$ cat src/rtl/payload_reader.sv
// Payload reader: turns (slot id, byte length) descriptors into word reads on a
// 1-cycle-latency memory port and streams the words out as keep/last beats.
module payload_reader #(
    parameter int BUS_WIDTH   = 32,
    parameter int ID_WIDTH    = 4,
    parameter int LEN_WIDTH   = 16,
    parameter int WADDR_WIDTH = 8
) (
    input  logic                   CLK,
    input  logic                   reset,
    input  logic                   desc_valid,
    output logic                   desc_ready,
    input  logic [ID_WIDTH-1:0]    desc_id,
    input  logic [LEN_WIDTH-1:0]   desc_len,
    output logic                   mem_ren,
    output logic [ID_WIDTH-1:0]    mem_id,
    output logic [WADDR_WIDTH-1:0] mem_addr,
    input  logic [BUS_WIDTH-1:0]   mem_rdata,
    output logic                   m_valid,
    input  logic                   m_ready,
    output logic [BUS_WIDTH-1:0]   m_data,
    output logic [BUS_WIDTH/8-1:0] m_keep,
    output logic                   m_last,
    output logic [ID_WIDTH-1:0]    m_id,
    output logic                   free_valid,
    output logic [ID_WIDTH-1:0]    free_id
);

    localparam int B  = BUS_WIDTH / 8;
    localparam int WW = LEN_WIDTH + 1;

    typedef enum logic [0:0] {
        S_IDLE = 1'b0,
        S_READ = 1'b1
    } state_t;

    // Keep mask of the final word: low (len mod B) bytes, or the full word.
    function automatic logic [B-1:0] last_keep(input logic [LEN_WIDTH-1:0] len);
        logic [B-1:0]         k;
        logic [LEN_WIDTH-1:0] r;
        r = len % LEN_WIDTH'(B);
        for (int i = 0; i < B; i++) begin
            k[i] = (r == '0) || (LEN_WIDTH'(i) < r);
        end
        return k;
    endfunction

    state_t               state_q, state_d;
    logic [ID_WIDTH-1:0]  id_q, id_d;
    logic [LEN_WIDTH-1:0] len_q, len_d;
    logic [WW-1:0]        words_q, words_d;
    logic [WW-1:0]        rd_ptr_q, rd_ptr_d;

    logic                 inflight_q;
    logic                 tag_last_q;
    logic [B-1:0]         tag_keep_q;
    logic [ID_WIDTH-1:0]  tag_id_q;

    logic [BUS_WIDTH-1:0] fifo_data_q [0:1];
    logic [B-1:0]         fifo_keep_q [0:1];
    logic                 fifo_last_q [0:1];
    logic [ID_WIDTH-1:0]  fifo_id_q   [0:1];
    logic                 wr_sel_q;
    logic                 rd_sel_q;
    logic [1:0]           count_q, count_d;

    logic                 free_valid_q;
    logic [ID_WIDTH-1:0]  free_id_q;

    logic                 desc_ready_s;
    logic                 mem_ren_s;
    logic                 desc_hs_s;
    logic                 credit_ok_s;
    logic                 last_issue_s;
    logic                 push_s;
    logic                 pop_s;
    logic                 m_valid_s;
    logic [WW-1:0]        desc_words_s;

    assign desc_hs_s    = desc_valid & desc_ready_s;
    assign desc_words_s = (WW'(desc_len) + WW'(B - 1)) / WW'(B);
    assign last_issue_s = (rd_ptr_q == (words_q - WW'(1)));
    assign push_s       = inflight_q;
    assign m_valid_s    = (count_q != 2'd0);
    assign pop_s        = m_valid_s & m_ready;
    // A word in flight lands next cycle, so it must already own a FIFO slot.
    assign credit_ok_s  = ({1'b0, count_q} + {2'b00, inflight_q}) < (3'd2 + {2'b00, pop_s});

    // State register and descriptor context.
    always_ff @(posedge CLK or posedge reset) begin
        if (reset) begin
            state_q  <= S_IDLE;
            id_q     <= '0;
            len_q    <= '0;
            words_q  <= '0;
            rd_ptr_q <= '0;
        end else begin
            state_q  <= state_d;
            id_q     <= id_d;
            len_q    <= len_d;
            words_q  <= words_d;
            rd_ptr_q <= rd_ptr_d;
        end
    end

    // Next-state logic: accept a descriptor, then walk the word pointer.
    always_comb begin
        state_d  = state_q;
        id_d     = id_q;
        len_d    = len_q;
        words_d  = words_q;
        rd_ptr_d = rd_ptr_q;
        case (state_q)
            S_IDLE: begin
                if (desc_hs_s) begin
                    id_d  = desc_id;
                    len_d = desc_len;
                    if (desc_len != '0) begin
                        words_d  = desc_words_s;
                        rd_ptr_d = '0;
                        state_d  = S_READ;
                    end else begin
                        state_d = S_IDLE;
                    end
                end else begin
                    state_d = S_IDLE;
                end
            end
            S_READ: begin
                if (mem_ren_s) begin
                    rd_ptr_d = rd_ptr_q + WW'(1);
                    if (last_issue_s) begin
                        state_d = S_IDLE;
                    end else begin
                        state_d = S_READ;
                    end
                end else begin
                    state_d = S_READ;
                end
            end
            default: begin
                state_d = S_IDLE;
            end
        endcase
    end

    // FSM outputs: descriptor ready in IDLE, reads gated by credit in READ.
    always_comb begin
        desc_ready_s = 1'b0;
        mem_ren_s    = 1'b0;
        case (state_q)
            S_IDLE:  desc_ready_s = 1'b1;
            S_READ:  mem_ren_s    = credit_ok_s;
            default: begin
                desc_ready_s = 1'b0;
                mem_ren_s    = 1'b0;
            end
        endcase
    end

    // Side tag travels with the read so it meets mem_rdata one cycle later.
    always_ff @(posedge CLK or posedge reset) begin
        if (reset) begin
            inflight_q <= 1'b0;
            tag_last_q <= 1'b0;
            tag_keep_q <= '0;
            tag_id_q   <= '0;
        end else begin
            inflight_q <= mem_ren_s;
            if (mem_ren_s) begin
                tag_last_q <= last_issue_s;
                tag_keep_q <= last_issue_s ? last_keep(len_q) : {B{1'b1}};
                tag_id_q   <= id_q;
            end
        end
    end

    // FIFO occupancy update.
    always_comb begin
        count_d = count_q;
        case ({push_s, pop_s})
            2'b10:   count_d = count_q + 2'd1;
            2'b01:   count_d = count_q - 2'd1;
            default: count_d = count_q;
        endcase
    end

    // Two-entry output FIFO storage and pointers.
    always_ff @(posedge CLK or posedge reset) begin
        if (reset) begin
            for (int i = 0; i < 2; i++) begin
                fifo_data_q[i] <= '0;
                fifo_keep_q[i] <= '0;
                fifo_last_q[i] <= 1'b0;
                fifo_id_q[i]   <= '0;
            end
            wr_sel_q <= 1'b0;
            rd_sel_q <= 1'b0;
            count_q  <= 2'd0;
        end else begin
            if (push_s) begin
                fifo_data_q[wr_sel_q] <= mem_rdata;
                fifo_keep_q[wr_sel_q] <= tag_keep_q;
                fifo_last_q[wr_sel_q] <= tag_last_q;
                fifo_id_q[wr_sel_q]   <= tag_id_q;
                wr_sel_q              <= ~wr_sel_q;
            end
            if (pop_s) begin
                rd_sel_q <= ~rd_sel_q;
            end
            count_q <= count_d;
        end
    end

    // Slot release pulse follows the handshake of a packet's last beat.
    always_ff @(posedge CLK or posedge reset) begin
        if (reset) begin
            free_valid_q <= 1'b0;
            free_id_q    <= '0;
        end else begin
            free_valid_q <= pop_s & fifo_last_q[rd_sel_q];
            if (pop_s & fifo_last_q[rd_sel_q]) begin
                free_id_q <= fifo_id_q[rd_sel_q];
            end
        end
    end

    assign desc_ready = desc_ready_s;
    assign mem_ren    = mem_ren_s;
    assign mem_id     = id_q;
    assign mem_addr   = rd_ptr_q[WADDR_WIDTH-1:0];
    assign m_valid    = m_valid_s;
    assign m_data     = fifo_data_q[rd_sel_q];
    assign m_keep     = fifo_keep_q[rd_sel_q];
    assign m_last     = fifo_last_q[rd_sel_q];
    assign m_id       = fifo_id_q[rd_sel_q];
    assign free_valid = free_valid_q;
    assign free_id    = free_id_q;

endmodule

$ cat config.mk
export PLATFORM = sky130hd
export DESIGN_NAME = payload_reader
export DESIGN_NICKNAME = d
export VERILOG_FILES = /design/src/rtl/payload_reader.sv
export SDC_FILE = /design/constraint.sdc
export NUM_CORES = 1
export LEC_CHECK = 0
export CORE_MARGIN = 3
export CORE_UTILIZATION = 50
export CTS_CLUSTER_SIZE = 16
export DETAILED_ROUTE_END_ITERATION = 7
export PLACE_DENSITY = 0.81
export SLEW_MARGIN = 40
export SYNTH_ARGS = -nofsm -noshare
export SYNTH_HDL_FRONTEND = slang
export SYNTH_SLANG_ARGS = --single-unit
export TNS_END_PERCENT = 100
$ cat constraint.sdc
create_clock -name CLK -period 8.7 [get_ports CLK]
set_input_delay 1.74 -clock CLK [delete_from_list [all_inputs] [get_ports CLK]]
set_output_delay 1.74 -clock CLK [all_outputs]
set_load 0.05 [all_outputs]
# Yosys cells after proc, flatten, opt, wreduce, memory -nomap -nowiden
# Index checks and enable logic that the tools add are counted.
[word_totals]
regBits = 140
elab_cells = 98
out_inout_bits = 61
input_bits = 56
[classes]
n_mux = 35
n_reduce_logical = 12
n_addsub = 7
magnitude_cmp = 8
n_bitwise = 8
n_eq_ne = 6
[op_table]
columns = ["operator", "count"]
rows = [
  ["$mux 32", 4],
  ["$bwmux 64", 1],
  ["$mux 17", 3],
  ["$pmux 17 s2", 1],
  ["$demux 32 s1", 1],
  ["$mux 4", 8],
  ["$add 16x2->17 const B", 1],
  ["$add 17x1->17 const B", 1],
  ["$eq 17x17->1", 1],
  ["$bwmux 8", 2],
  ["$logic_not 16->1", 1],
  ["$reduce_bool 16->1", 1],
  ["$sub 15x1->16 const B", 1],
  ["$mux 1", 10],
  ["$reduce_and 3->1", 2],
  ["$demux 4 s1", 1],
  ["$ge 2x2->1 const B", 2],
  ["$logic_or 1x1->1", 4],
  ["$lt 1x2->1 const A", 2],
  ["$lt 2x2->1 const A", 2],
  ["$ne 2x2->1 const B", 2],
  ["$not 1->2", 2],
  ["$pmux 2 s2", 1],
  ["$reduce_bool 2->1", 2],
  ["16 further kinds", 20],
]

# Depth between registers and ports, before layout
[depth]
depth_word = 7
ltp_mapped = 9
depth_no_buf = 8

# Least setup slack after synthesis
# OpenSTA, ideal clock, no wires.
[synth_timing]
path_kind = "input-to-output"
start = "in m_ready"
end = "out mem_ren"
t_required_ns = 6.960
slack_ns = 4.046
n_path_buf = 1
path_stages = 5
t_arrival_ns = 2.914
cell_sequence = "o21ai_0 > o21ai_0 > nand2_1 > inv_1 > clkbuf_1"
[synth_via]
elab_chain_len = 4
[synth_lines]
columns = ["item", "line_no", "rtl"]
rows = [
  ["start, declared", "20", "input logic m_ready,"],
  ["$and 1x1->1", "85", "assign pop_s = m_valid_s & m_ready;"],
  ["$add 2x1->3", "87", "assign credit_ok_s = ({1'b0, count_q} + {2'b00, inflight_q}) < (3'd2 + {2'b00, pop_s});"],
  ["$lt 3x3->1", "87", ""],
  ["$mux 1", "151", "case (state_q)"],
  ["end, declared", "15", "output logic mem_ren,"],
]
# Every way passes these cells.

# Final worst setup path
# Same ends and word-level chain as after synthesis.

==> impl_metrics.csv <==
group,metric,value,unit
outcome,status,"finished clean",
worst_setup_path,path_max_fanout,13,
floorplanning,core,0.01298,mm^2
synthesis,yosysUniqueCellTypes,47,
min_path,hp-class,"reg2reg",
route,drc,0,
synthesis,yosysWarnings,0,
global_route,grt-ovfl-total,0,
sta,fin_crit_sh,0.7030,
power_and_ir_drop,ir_drop,0.2375,mV
global_route,grt_max_degree,76,
sta,setup_viol,0,
synthesis,synth.net_count,637,
synthesis,ys_seq_area_frac,0.5152,
sta,rsz0062_at_grt,"no",
sta,fin_crit,6.116,ns
sta,fmax,163.5,MHz
power_and_ir_drop,pwr-share-seq,0.313,
clock_network,clock_path_buffers,2,
clock_network,clkTransAtPathRegs,0.06,ns
synthesis,yosys.area.top_type,"dfrtp_1",
cells_and_area,nets,738,
clock_network,cts_resized,0,
floorplanning,rows,41,
placed_design,placed_cell_area,0.008059,mm^2
worst_setup_path,crit_path_start_kind,"input port",
synthesis,synthTopCellsByArea,"dfrtp_1 52%, mux2_2 22%, xnor2_1 3.9%",
synthesis,yosysTopAreaCellShare,0.5152,
power_and_ir_drop,pwr-share-clk,0.197,
sta,final-hold-violation-count,0,
cells_and_area,syn2layout_area_growth,27.10,%
worst_setup_path,path_class,"in2out",
power_and_ir_drop,p_sw_frac,0.4245,
route,wl_per_cell,17.29,um
route,vias,4672,
route,via_per_inst,5.433,
placed_design,numPortBuffers,116,
clock_network,hold_buffers,0,
synthesis,syn_avg_cell_area,11.85,um^2
synthesis,ys_seq_elements,140,
worst_setup_path,arrival,4.38,ns
clock_network,cts_tree,"built",
flow_run,drv_cap,0,
cells_and_area,drive_above_1_share,0.2616,
clock_network,clk_latency,0.41,ns
synthesis,synthArstFlopShare,1.000,
power_and_ir_drop,combinationalPowerShare,0.490,
placed_design,gp_congestion,0.8832,
worst_setup_path,cp-end-kind,"output pin",
route,ant_nets,0,
placed_design,dpl.hpwl,10.15,mm
cells_and_area,final_cell_area,0.008643,mm^2
synthesis,synth_edf_count,0,
sta,tightest_slew,0.6686,ns
clock_network,cts-root-buf,"clkbuf_16",
placed_design,place_ws,2.629,ns
synthesis,syn_inst,574,
power_and_ir_drop,p_sw,1.530,mW
synthesis,synthFlopType,"dfrtp_1",
synthesis,netlist_area,0.006800,mm^2
route,drtIter0Drc,214,
route,dr.pass1.iters,4,
global_route,antenna_found_initial,0,
global_route,grt_usage,0.2036,
floorplanning,die-area,0.01504,mm^2
sta,finalClockSkew,0.006932,ns
cells_and_area,n_antenna_cell,0,
floorplanning,floorplan.initialDensity,0.5240,
route,routed_wl,14.87,mm
power_and_ir_drop,powerDensity,417.1,mW/mm^2
sta,worst_slack,2.584,ns
floorplanning,die_x,122.6,um
power_and_ir_drop,finalPower,3.605,mW
sta,slew-limit-headroom,0.5543,
global_route,grt_pass1_wl,23.76,mm
cells_and_area,final_core_util,0.6660,
clock_network,cts_made_buffers,17,
power_and_ir_drop,internal_power,2.075,mW
sta,slew_violations,0,
clock_network,htreeDepth,4,
clock_network,cts_setup_buffers,0,
sta,timing.setup.tns,0,ns
floorplanning,ios,117,
worst_setup_path,worstPathRequired,6.96,ns
global_route,grt_pass1_vias,4701,
floorplanning,die_h,122.6,um
power_and_ir_drop,p_leak,3.477,nW
clock_network,cts.sinks,140,
## synth_stat cells, drive strengths merged, types with 3 or more instances
| cell | number |
|---|---|
| dfrtp | 140 |
| mux2 | 131 |
| nand2 | 43 |
| nor2 | 36 |
| xnor2 | 30 |
| clkbuf | 21 |
| xor2 | 20 |
| o21ai | 18 |
| buf | 16 |
| a21oi | 14 |
| inv | 13 |
| nor4 | 13 |
| nand3 | 9 |
| nor3 | 8 |
| ha | 7 |
| nand4 | 7 |
| nand2b | 5 |
| a31oi | 4 |
| and3 | 4 |
| nor4b | 4 |
| or3 | 4 |
| nor2b | 3 |
| o31ai | 3 |
## critical path: stages
cell and delay, ns:
clkdlybuf4s50_1 0.46, o21ai_0 0.20, o21ai_0 0.34, nand2_1 0.30
inv_1 0.43, clkdlybuf4s50_1 0.90
## placed cells by master, fill, tap and decap left out, types with 2 or more instances in the layout
cell / n
clkdlybuf4s50_1: 116
clkinvlp_4: 3
or3_1: 3
clkbuf_16: 17
nor4_4: 2
a31oi_1: 4
mux2_2: 131
o21ai_0: 18
nand2b_1: 5
nor3b_1: 2
nand2_1: 41
xnor2_1: 30
o2bb2ai_1: 2
nand4_1: 7
inv_6: 4
xor2_1: 20
dfrtp_1: 139
nand3b_1: 2
or2_2: 2
ha_1: 7
buf_4: 2
inv_1: 12
nand3_1: 9
nor4b_1: 4
nor2_1: 35
clkinv_2: 3
nor4_1: 10
bufinv_16: 2
nor2b_1: 3
and3_1: 4
nor3_1: 7
a21oi_1: 13
o31ai_1: 3
clkinv_4: 2
o211ai_1: 2
## final cells by class
| cell class | instances | area [um^2] |
|---|---|---|
| Clock buffer | 19 | 442.9 |
| Tap cell | 172 | 215.2 |
| Timing Repair Buffer | 119 | 1187 |
| Clock inverter | 13 | 141.4 |
| Sequential cell | 140 | 3507 |
| Fill cell | 915 | 4335 |
| Inverter | 13 | 53.80 |
| Multi-Input combinational cell | 384 | 3095 |
## metal layers
layer	global-route usage	wire (um)	vias up
met5	0	0	-
met4	0.08747	340	0
met3	0.03825	733	25
met2	0.3274	7206	127
met1	0.2715	6590	2307
li1	-	-	2213
## power groups by stage
| stage | Combinational, mW | Clock [mW] | Sequential (mW) |
|---|---|---|---|
| after floorplan | 1.35 | 0 | 1.05 |
| after global placement | 1.73 | 0 | 1.11 |
| after detailed placement | 1.77 | 0 | 1.14 |
| after CTS | 1.78 | 0.720 | 1.13 |
| after global routing | 1.87 | 0.754 | 1.16 |
| final | 1.77 | 0.709 | 1.13 |
## worst paths after layout
path | start | end | depth (start not counted) | slack (ns)
setup / recovery | m_ready | mem_ren | 6 | 2.58
hold / removal | fifo_data_q[5]$_DFFE_PP0P_ | fifo_data_q[5]$_DFFE_PP0P_ | 1 | 0.50
setup reg to reg | inflight_q$_DFF_PP0_ | tag_keep_q[2]$_DFFE_PP0P_ | 8 | 5.93
hold reg to reg | fifo_data_q[5]$_DFFE_PP0P_ | fifo_data_q[5]$_DFFE_PP0P_ | 1 | 0.50
max in group asynchronous | reset | rd_sel_q$_DFFE_PP0P_ | 3 | 5.78
min in group asynchronous | reset | fifo_data_q[13]$_DFFE_PP0P_ | 2 | 1.80
## flip-flops by register name, indices dropped and copies added, names as in the netlist
name	count
tag_id_q	4
fifo_data_q	64
state_q	1
words_q	15
wr_sel_q	1
rd_ptr_q	17
rd_sel_q	1
len_q	2
fifo_keep_q	8
mem_id	4
inflight_q	1
count_q	2
fifo_last_q	2
fifo_id_q	8
free_id	4
free_valid	1
tag_keep_q	4
tag_last_q	1
## through the flow
step / hold WS, ns / instances
finish: 0.4987 / 860
detailed placement: 0.4875 / 828
global placement: 0.4814 / 828
floorplan: 0.4473 / 574
CTS: 0.5034 / 860
global route: 0.5098 / 860
## kinds of logic after synthesis
kind of cell             count (synthesis)  synth area share
flip-flops                             140            0.5152
AND/OR/NAND/NOR                        143            0.1086
buffers and inverters                   50           0.03349
AO/OA/AOI/OAI                           53           0.04858
adder cells (fa/ha/maj)                  7           0.01288
multiplexers                           131            0.2169
XOR/XNOR                                50           0.06440
Power figures use the tool's default switching activity.
==> patch 1 (same settings) <==
`ID_WIDTH`: 4 -> 3.
--- a/src/rtl/payload_reader.sv
+++ b/src/rtl/payload_reader.sv
@@ -2,7 +2,7 @@
 // 1-cycle-latency memory port and streams the words out as keep/last beats.
 module payload_reader #(
     parameter int BUS_WIDTH   = 32,
-    parameter int ID_WIDTH    = 4,
+    parameter int ID_WIDTH    = 3,
     parameter int LEN_WIDTH   = 16,
     parameter int WADDR_WIDTH = 8
 ) (
Interface: changed (resized desc_id, free_id, m_id and mem_id); port bits go from 117 to 113. No check against the original RTL was run, so the function may have changed too.
==> patch 1 against the unedited design <==
  * Combinational power fell by 2%
  * Wire length up 1.6%
  * Total power rose by 0.25%
  * Worst setup slack improved by 0.16 ns
  * Cell area decreased by 0.61%
  * Sequential cell count is 5 lower
  * Global-route usage rose by 1.2 points
  * Area after synthesis fell by 1.7%
  * Critical endpoint unchanged
  * Largest cell class unchanged
==> patch 1: results (changes against the unedited design) <==
- Status: completed
- Critical path origin: m_ready
- Layout cells sized above 1: 0.268 (+0.00641)
- Seq cells: 135 (-3.6%)
- Number of port buffers: 112 (-3.4%)
- Top flop regs: fifo_data_q x64, rd_ptr_q x17, words_q x15
- Fin Clk Skew: 0.0101 ns (+0.00319 ns)
- Clock-cell share of area: 0.0769 (+0.00930)
- Max-slew headroom: 0.560 (+0.00526)
- R2R setup slack: 6.19 ns (+0.26 ns)
- Iter 0 DRT Violations: 380 (+78%)
- Fin crit period: 5.95 ns (-0.162 ns)
- Logic inverters: 16 (+3)
- Via density: 5.51 (+1.4%)
- Area contributors post-synth: dfrtp_1 (51%), mux2_2 (21%), xnor2_1 (4.1%)
- GRT Util Overall: 0.216 (+0.0120)
- Met3 Wirelength: 946 um (+29%)
- Mapped Nets: 625 (-1.9%)
- Synth cell types: 52 (+11%)
- Post-synthesis sequential area ratio: 0.505 (-0.00985)
- Routing usage on met1: 0.272 (+0.000743)
- Hold WS: 0.501 ns (+0.00217 ns)
- Routability Congestion: 0.923 (+4.5%)
- CLK BUF: 18 (-1)
- Final nets: 728 (-1.4%)
- GR Util met2: 0.365 (+0.0377)
- Arr. time, crit path: 4.21 ns (-0.17 ns)
- Min-delay src: fifo_data_q[15]
- DRT Pass-1 Iters: 5 (+1)
- Post-DP HPWL: 10,200 um (+0.76%)
- Reg2reg path depth: 7 (-1)
- Signal buffers: 117 (-1.7%)
- Clock slew at reported path FFs: 0.05 ns
- WL met2: 7530 um (+4.5%)
- GR Util met3: 0.0506 (+0.0124)
- WL per Instance: 17.8 um (+2.7%)
- Area of the multi-input gates: 3080 um^2 (-0.40%)
- Hold endpoint: fifo_data_q[15]
- Source of the worst register-to-register timing path: words_q[0]
- Vias in the first global route: 4,920 (+4.7%)
- Dpl ws: 2.90 ns (+0.273 ns)
- Fill count: 906 (-0.98%)
- Synth cell count leaders: dfrtp_1 (135), mux2_2 (127), nand2_1 (40), nor2_1 (34), xnor2_1 (31)
- Leakage Power: 3.47 nW (-0.18%)
- Largest net degree at the start of global routing: 70 (-7.9%)
- Register area: 3380 um^2 (-3.6%)
- Count of multi-input gates: 379 (-1.3%)
- Worst-path fanout max: 12 (-1)
- Peak VDD IR: 0.219 mV (-7.9%)
- Final non-clock buffer share: 0.138 (+0.000549)
- WL met1: 6380 um (-3.1%)
- Sw frac: 0.414 (-0.0109)
- Wire length of the first global-routing pass: 25,000 um (+5.1%)
[patch 1: power groups by stage]
stage / sequential, mW / combinational (mW) / clock [mW]
after floorplan: 1.01 / 1.30 / 0
after global placement: 1.06 / 1.66 / 0
after detailed placement: 1.09 / 1.71 / 0
after CTS: 1.09 / 1.74 / 0.805
after global routing: 1.12 / 1.83 / 0.829
final: 1.09 / 1.73 / 0.794
[patch 1: stage by stage]
step | std cells | instance area (um^2) | total power [mW] | util
after detailed placement | 819 | 7920 | 2.80 | 0.618
after global placement | 816 | 7870 | 2.72 | 0.613
after CTS | 851 | 8580 | 3.63 | 0.669
after global routing | 851 | 8590 | 3.79 | 0.670
final | 851 | 8590 | 3.61 | 0.670
after floorplan | 563 | 6690 | 2.31 | -
[patch 1: cells by family after synthesis]
group,synth area share
AOI/OAI and AO/OA,0.0430
DFF,0.505
and+or+nand+nor,0.121
xor gates and xnor gates,0.0642
buffers and inverters,0.0363
muxes,0.217
adders and majority gates,0.0131
==> patch 2 (config.mk and constraints unchanged) <==
Without the edit above. Make the reset (`reset`) synchronous in 4 clocked blocks.
--- a/src/rtl/payload_reader.sv
+++ b/src/rtl/payload_reader.sv
@@ -87,7 +87,7 @@
     assign credit_ok_s  = ({1'b0, count_q} + {2'b00, inflight_q}) < (3'd2 + {2'b00, pop_s});
 
     // State register and descriptor context.
-    always_ff @(posedge CLK or posedge reset) begin
+    always_ff @(posedge CLK) begin
         if (reset) begin
             state_q  <= S_IDLE;
             id_q     <= '0;
@@ -159,7 +159,7 @@
     end
 
     // Side tag travels with the read so it meets mem_rdata one cycle later.
-    always_ff @(posedge CLK or posedge reset) begin
+    always_ff @(posedge CLK) begin
         if (reset) begin
             inflight_q <= 1'b0;
             tag_last_q <= 1'b0;
@@ -186,7 +186,7 @@
     end
 
     // Two-entry output FIFO storage and pointers.
-    always_ff @(posedge CLK or posedge reset) begin
+    always_ff @(posedge CLK) begin
         if (reset) begin
             for (int i = 0; i < 2; i++) begin
                 fifo_data_q[i] <= '0;
@@ -213,7 +213,7 @@
     end
 
     // Slot release pulse follows the handshake of a packet's last beat.
-    always_ff @(posedge CLK or posedge reset) begin
+    always_ff @(posedge CLK) begin
         if (reset) begin
             free_valid_q <= 1'b0;
             free_id_q    <= '0;
Function: differs if reset is asserted again (counterexample within 4 cycles, from zero or initial values and one cycle with reset high); with reset held inactive, the same outputs for 4 cycles.
==> patch 2 against the unedited design <==
  * Final cell count up 3.3%
  * Die area down 1.3%
  * Worst hold slack worse by 0.033 ns
  * Non-clock buffer count unchanged
  * Critical path type unchanged
  * Worst setup slack better by 0.33 ns
  * Sequential cell count up 1
  * Critical path depth unchanged
  * First-iteration DRC count up 92%
  * Area after synthesis down 1.4%
  * Via count up 4.0%
  * Cell area down 1.0%
  * Wire length up 0.51%
  * Largest cell class unchanged
Power is not compared: it rests on default switching activity, and its combinational part moved more than twofold at a synthesized area within 25%.
==> patch 2: results (changes against the unedited design) <==
- Status: completed
- Final nets: 766 (+3.8%)
- Synth warn: 0 (unchanged)
- CTS Buf Count: 17 (unchanged)
- Largest net degree at the start of global routing: 50 (-34%)
- Area contributors post-synth: edfxtp_1 (37%), dfxtp_1 (18%), and2_1 (7.8%)
- Later-pin clock latency in the skew report: 0.42 ns
- Slew @ Worst Pin: 0.716 ns (+0.0472 ns)
- Placed Instances: 856 (+3.4%)
- Crit path largest cell delay: 0.83 ns (-0.07 ns)
- Layout cells sized above 1: 0.131 (-0.130)
- Initial antenna violation count: 0 (unchanged)
- Final Non-Filler Cells: 888 (+3.3%)
- ANT cells: 0 (unchanged)
- HP Class: flip-flop to flip-flop
- Async SR Flop Fraction: 0 (-1.00)
- Final WL: 14,900 um (+0.51%)
- Arr. time, crit path: 4.05 ns (-0.33 ns)
- Top flop regs: fifo_data_q x64, rd_ptr_q x17, words_q x15
- Fin Clk Skew: 0.00822 ns (+0.00129 ns)
- Family with the most delay on the worst path: buffers and inverters
- Critical-path top delay cell: clkdlybuf4s50_1
- Max Buffers Root-to-Sink: 2 (unchanged)
- Main synth FF type: edfxtp_1
- Iter 0 DRT Violations: 411 (+92%)
- Worst-path fanout max: 10 (-3)
- Routability Congestion: 0.869 (-1.6%)
- Mapped Nets: 667 (+4.7%)
- Number of port buffers: 116 (unchanged)
- Clock slew at reported path FFs: 0.06 ns (about the same)
- Vias in the first global route: 4,797 (+2.0%)
- Routed vias: 4,859 (+4.0%)
- Top-count cell post-synth: and2_1
- Synth cell types: 52 (+11%)
- Post-synth EDFFs: 82 (+82)
- H-tree levels: 4 (unchanged)
- Leakage Power: 3.10 nW
- Synth cell count leaders: and2_1 (84), edfxtp_1 (82), nor2_1 (64), dfxtp_1 (59), mux2_2 (41)
- Cells after Synth: 604 (+5.2%)
- GRT Util Overall: 0.210 (+0.00661)
- Wire length of the first global-routing pass: 24,000 um (+0.90%)
- Clk root buf: clkbuf_16
- DRT Pass-1 Iters: 7 (+3)
- Post-synthesis sequential area ratio: 0.543 (+0.0282)
- Fill count: 951 (+3.9%)
- Peak VDD IR: 0.129 mV
- Post-DP HPWL: 10,100 um (-0.81%)
[patch 2: changes by cell type in the layout (fill, tap and decap cells not counted), sizes merged, moves of 6 or more]
| cell | before | now |
|---|---|---|
| dfrtp | 140 | 0 |
| mux2 | 131 | 41 |
| and2 | 0 | 84 |
| edfxtp | 0 | 82 |
| dfxtp | 0 | 59 |
| nor2 | 36 | 65 |
| nand2 | 43 | 26 |
| a211oi | 1 | 17 |
| mux2i | 0 | 10 |
| o21ai | 18 | 9 |
| nor4 | 13 | 7 |
[patch 2: final cells by class]
cell class	instances	share of cell area
clock inverter	13	0.0199
sequential	141	0.426
timing repair buffer	119	0.138
multi-input combinational	410	0.332
tap	172	0.0252
inverter	14	0.00614
clock buffer	19	0.0529
[patch 2: logic make-up after synthesis]
kind of cell,after synthesis,share of synthesized area
muxes,51,0.0838
adders and majority gates,7,0.0131
and+or+nand+nor,244,0.200
xor gates and xnor gates,50,0.0653
buffers and inverters,53,0.0366
AOI/OAI and AO/OA,58,0.0577
DFF,141,0.543
[patch 2: final timing paths]
check              from       endpoint  slack (ns)  cells past startpoint
min reg2reg  tag_last_q     tag_last_q        0.47                      2
max             m_ready        mem_ren        2.91                      6
min          tag_last_q     tag_last_q        0.47                      2
max reg2reg  words_q[4]  tag_keep_q[2]        6.14                      6
[patch 2: report_power, final]
part	total, mW	internal, mW	leakage [nW]	switching (mW)
combinational	0.440	0.174	1.46	0.266
clock	0.755	0.491	0.311	0.265
sequential	0.789	0.747	1.34	0.0427
total	1.98	1.41	3.10	0.574
[patch 2: per-stage QoR]
stage	power [mW]	util	setup slack, ns	cell area (um^2)
floorplan	1.10	-	4.36	6710
global placement	1.23	0.615	3.04	7920
detailed placement	1.24	0.616	3.01	7930
CTS	1.99	0.664	2.92	8560
global route	2.05	0.664	2.76	8560
finish	1.98	0.664	2.91	8560
[patch 2: tightest hold or removal path: cells and delay by family, from the launching register on]
family             cells  cell delay (ns)
AOI/OAI and AO/OA      1             0.06
DFF                    1             0.31
and+or+nand+nor        1             0.05
[patch 2: per-layer routing]
| metal | routed length [um] | global-route usage |
|---|---|---|
| met1 | 6140 | 0.247 |
| met3 | 1090 | 0.0636 |
| met5 | 0 | 0 |
| met4 | 264 | 0.0777 |
| met2 | 7460 | 0.363 |
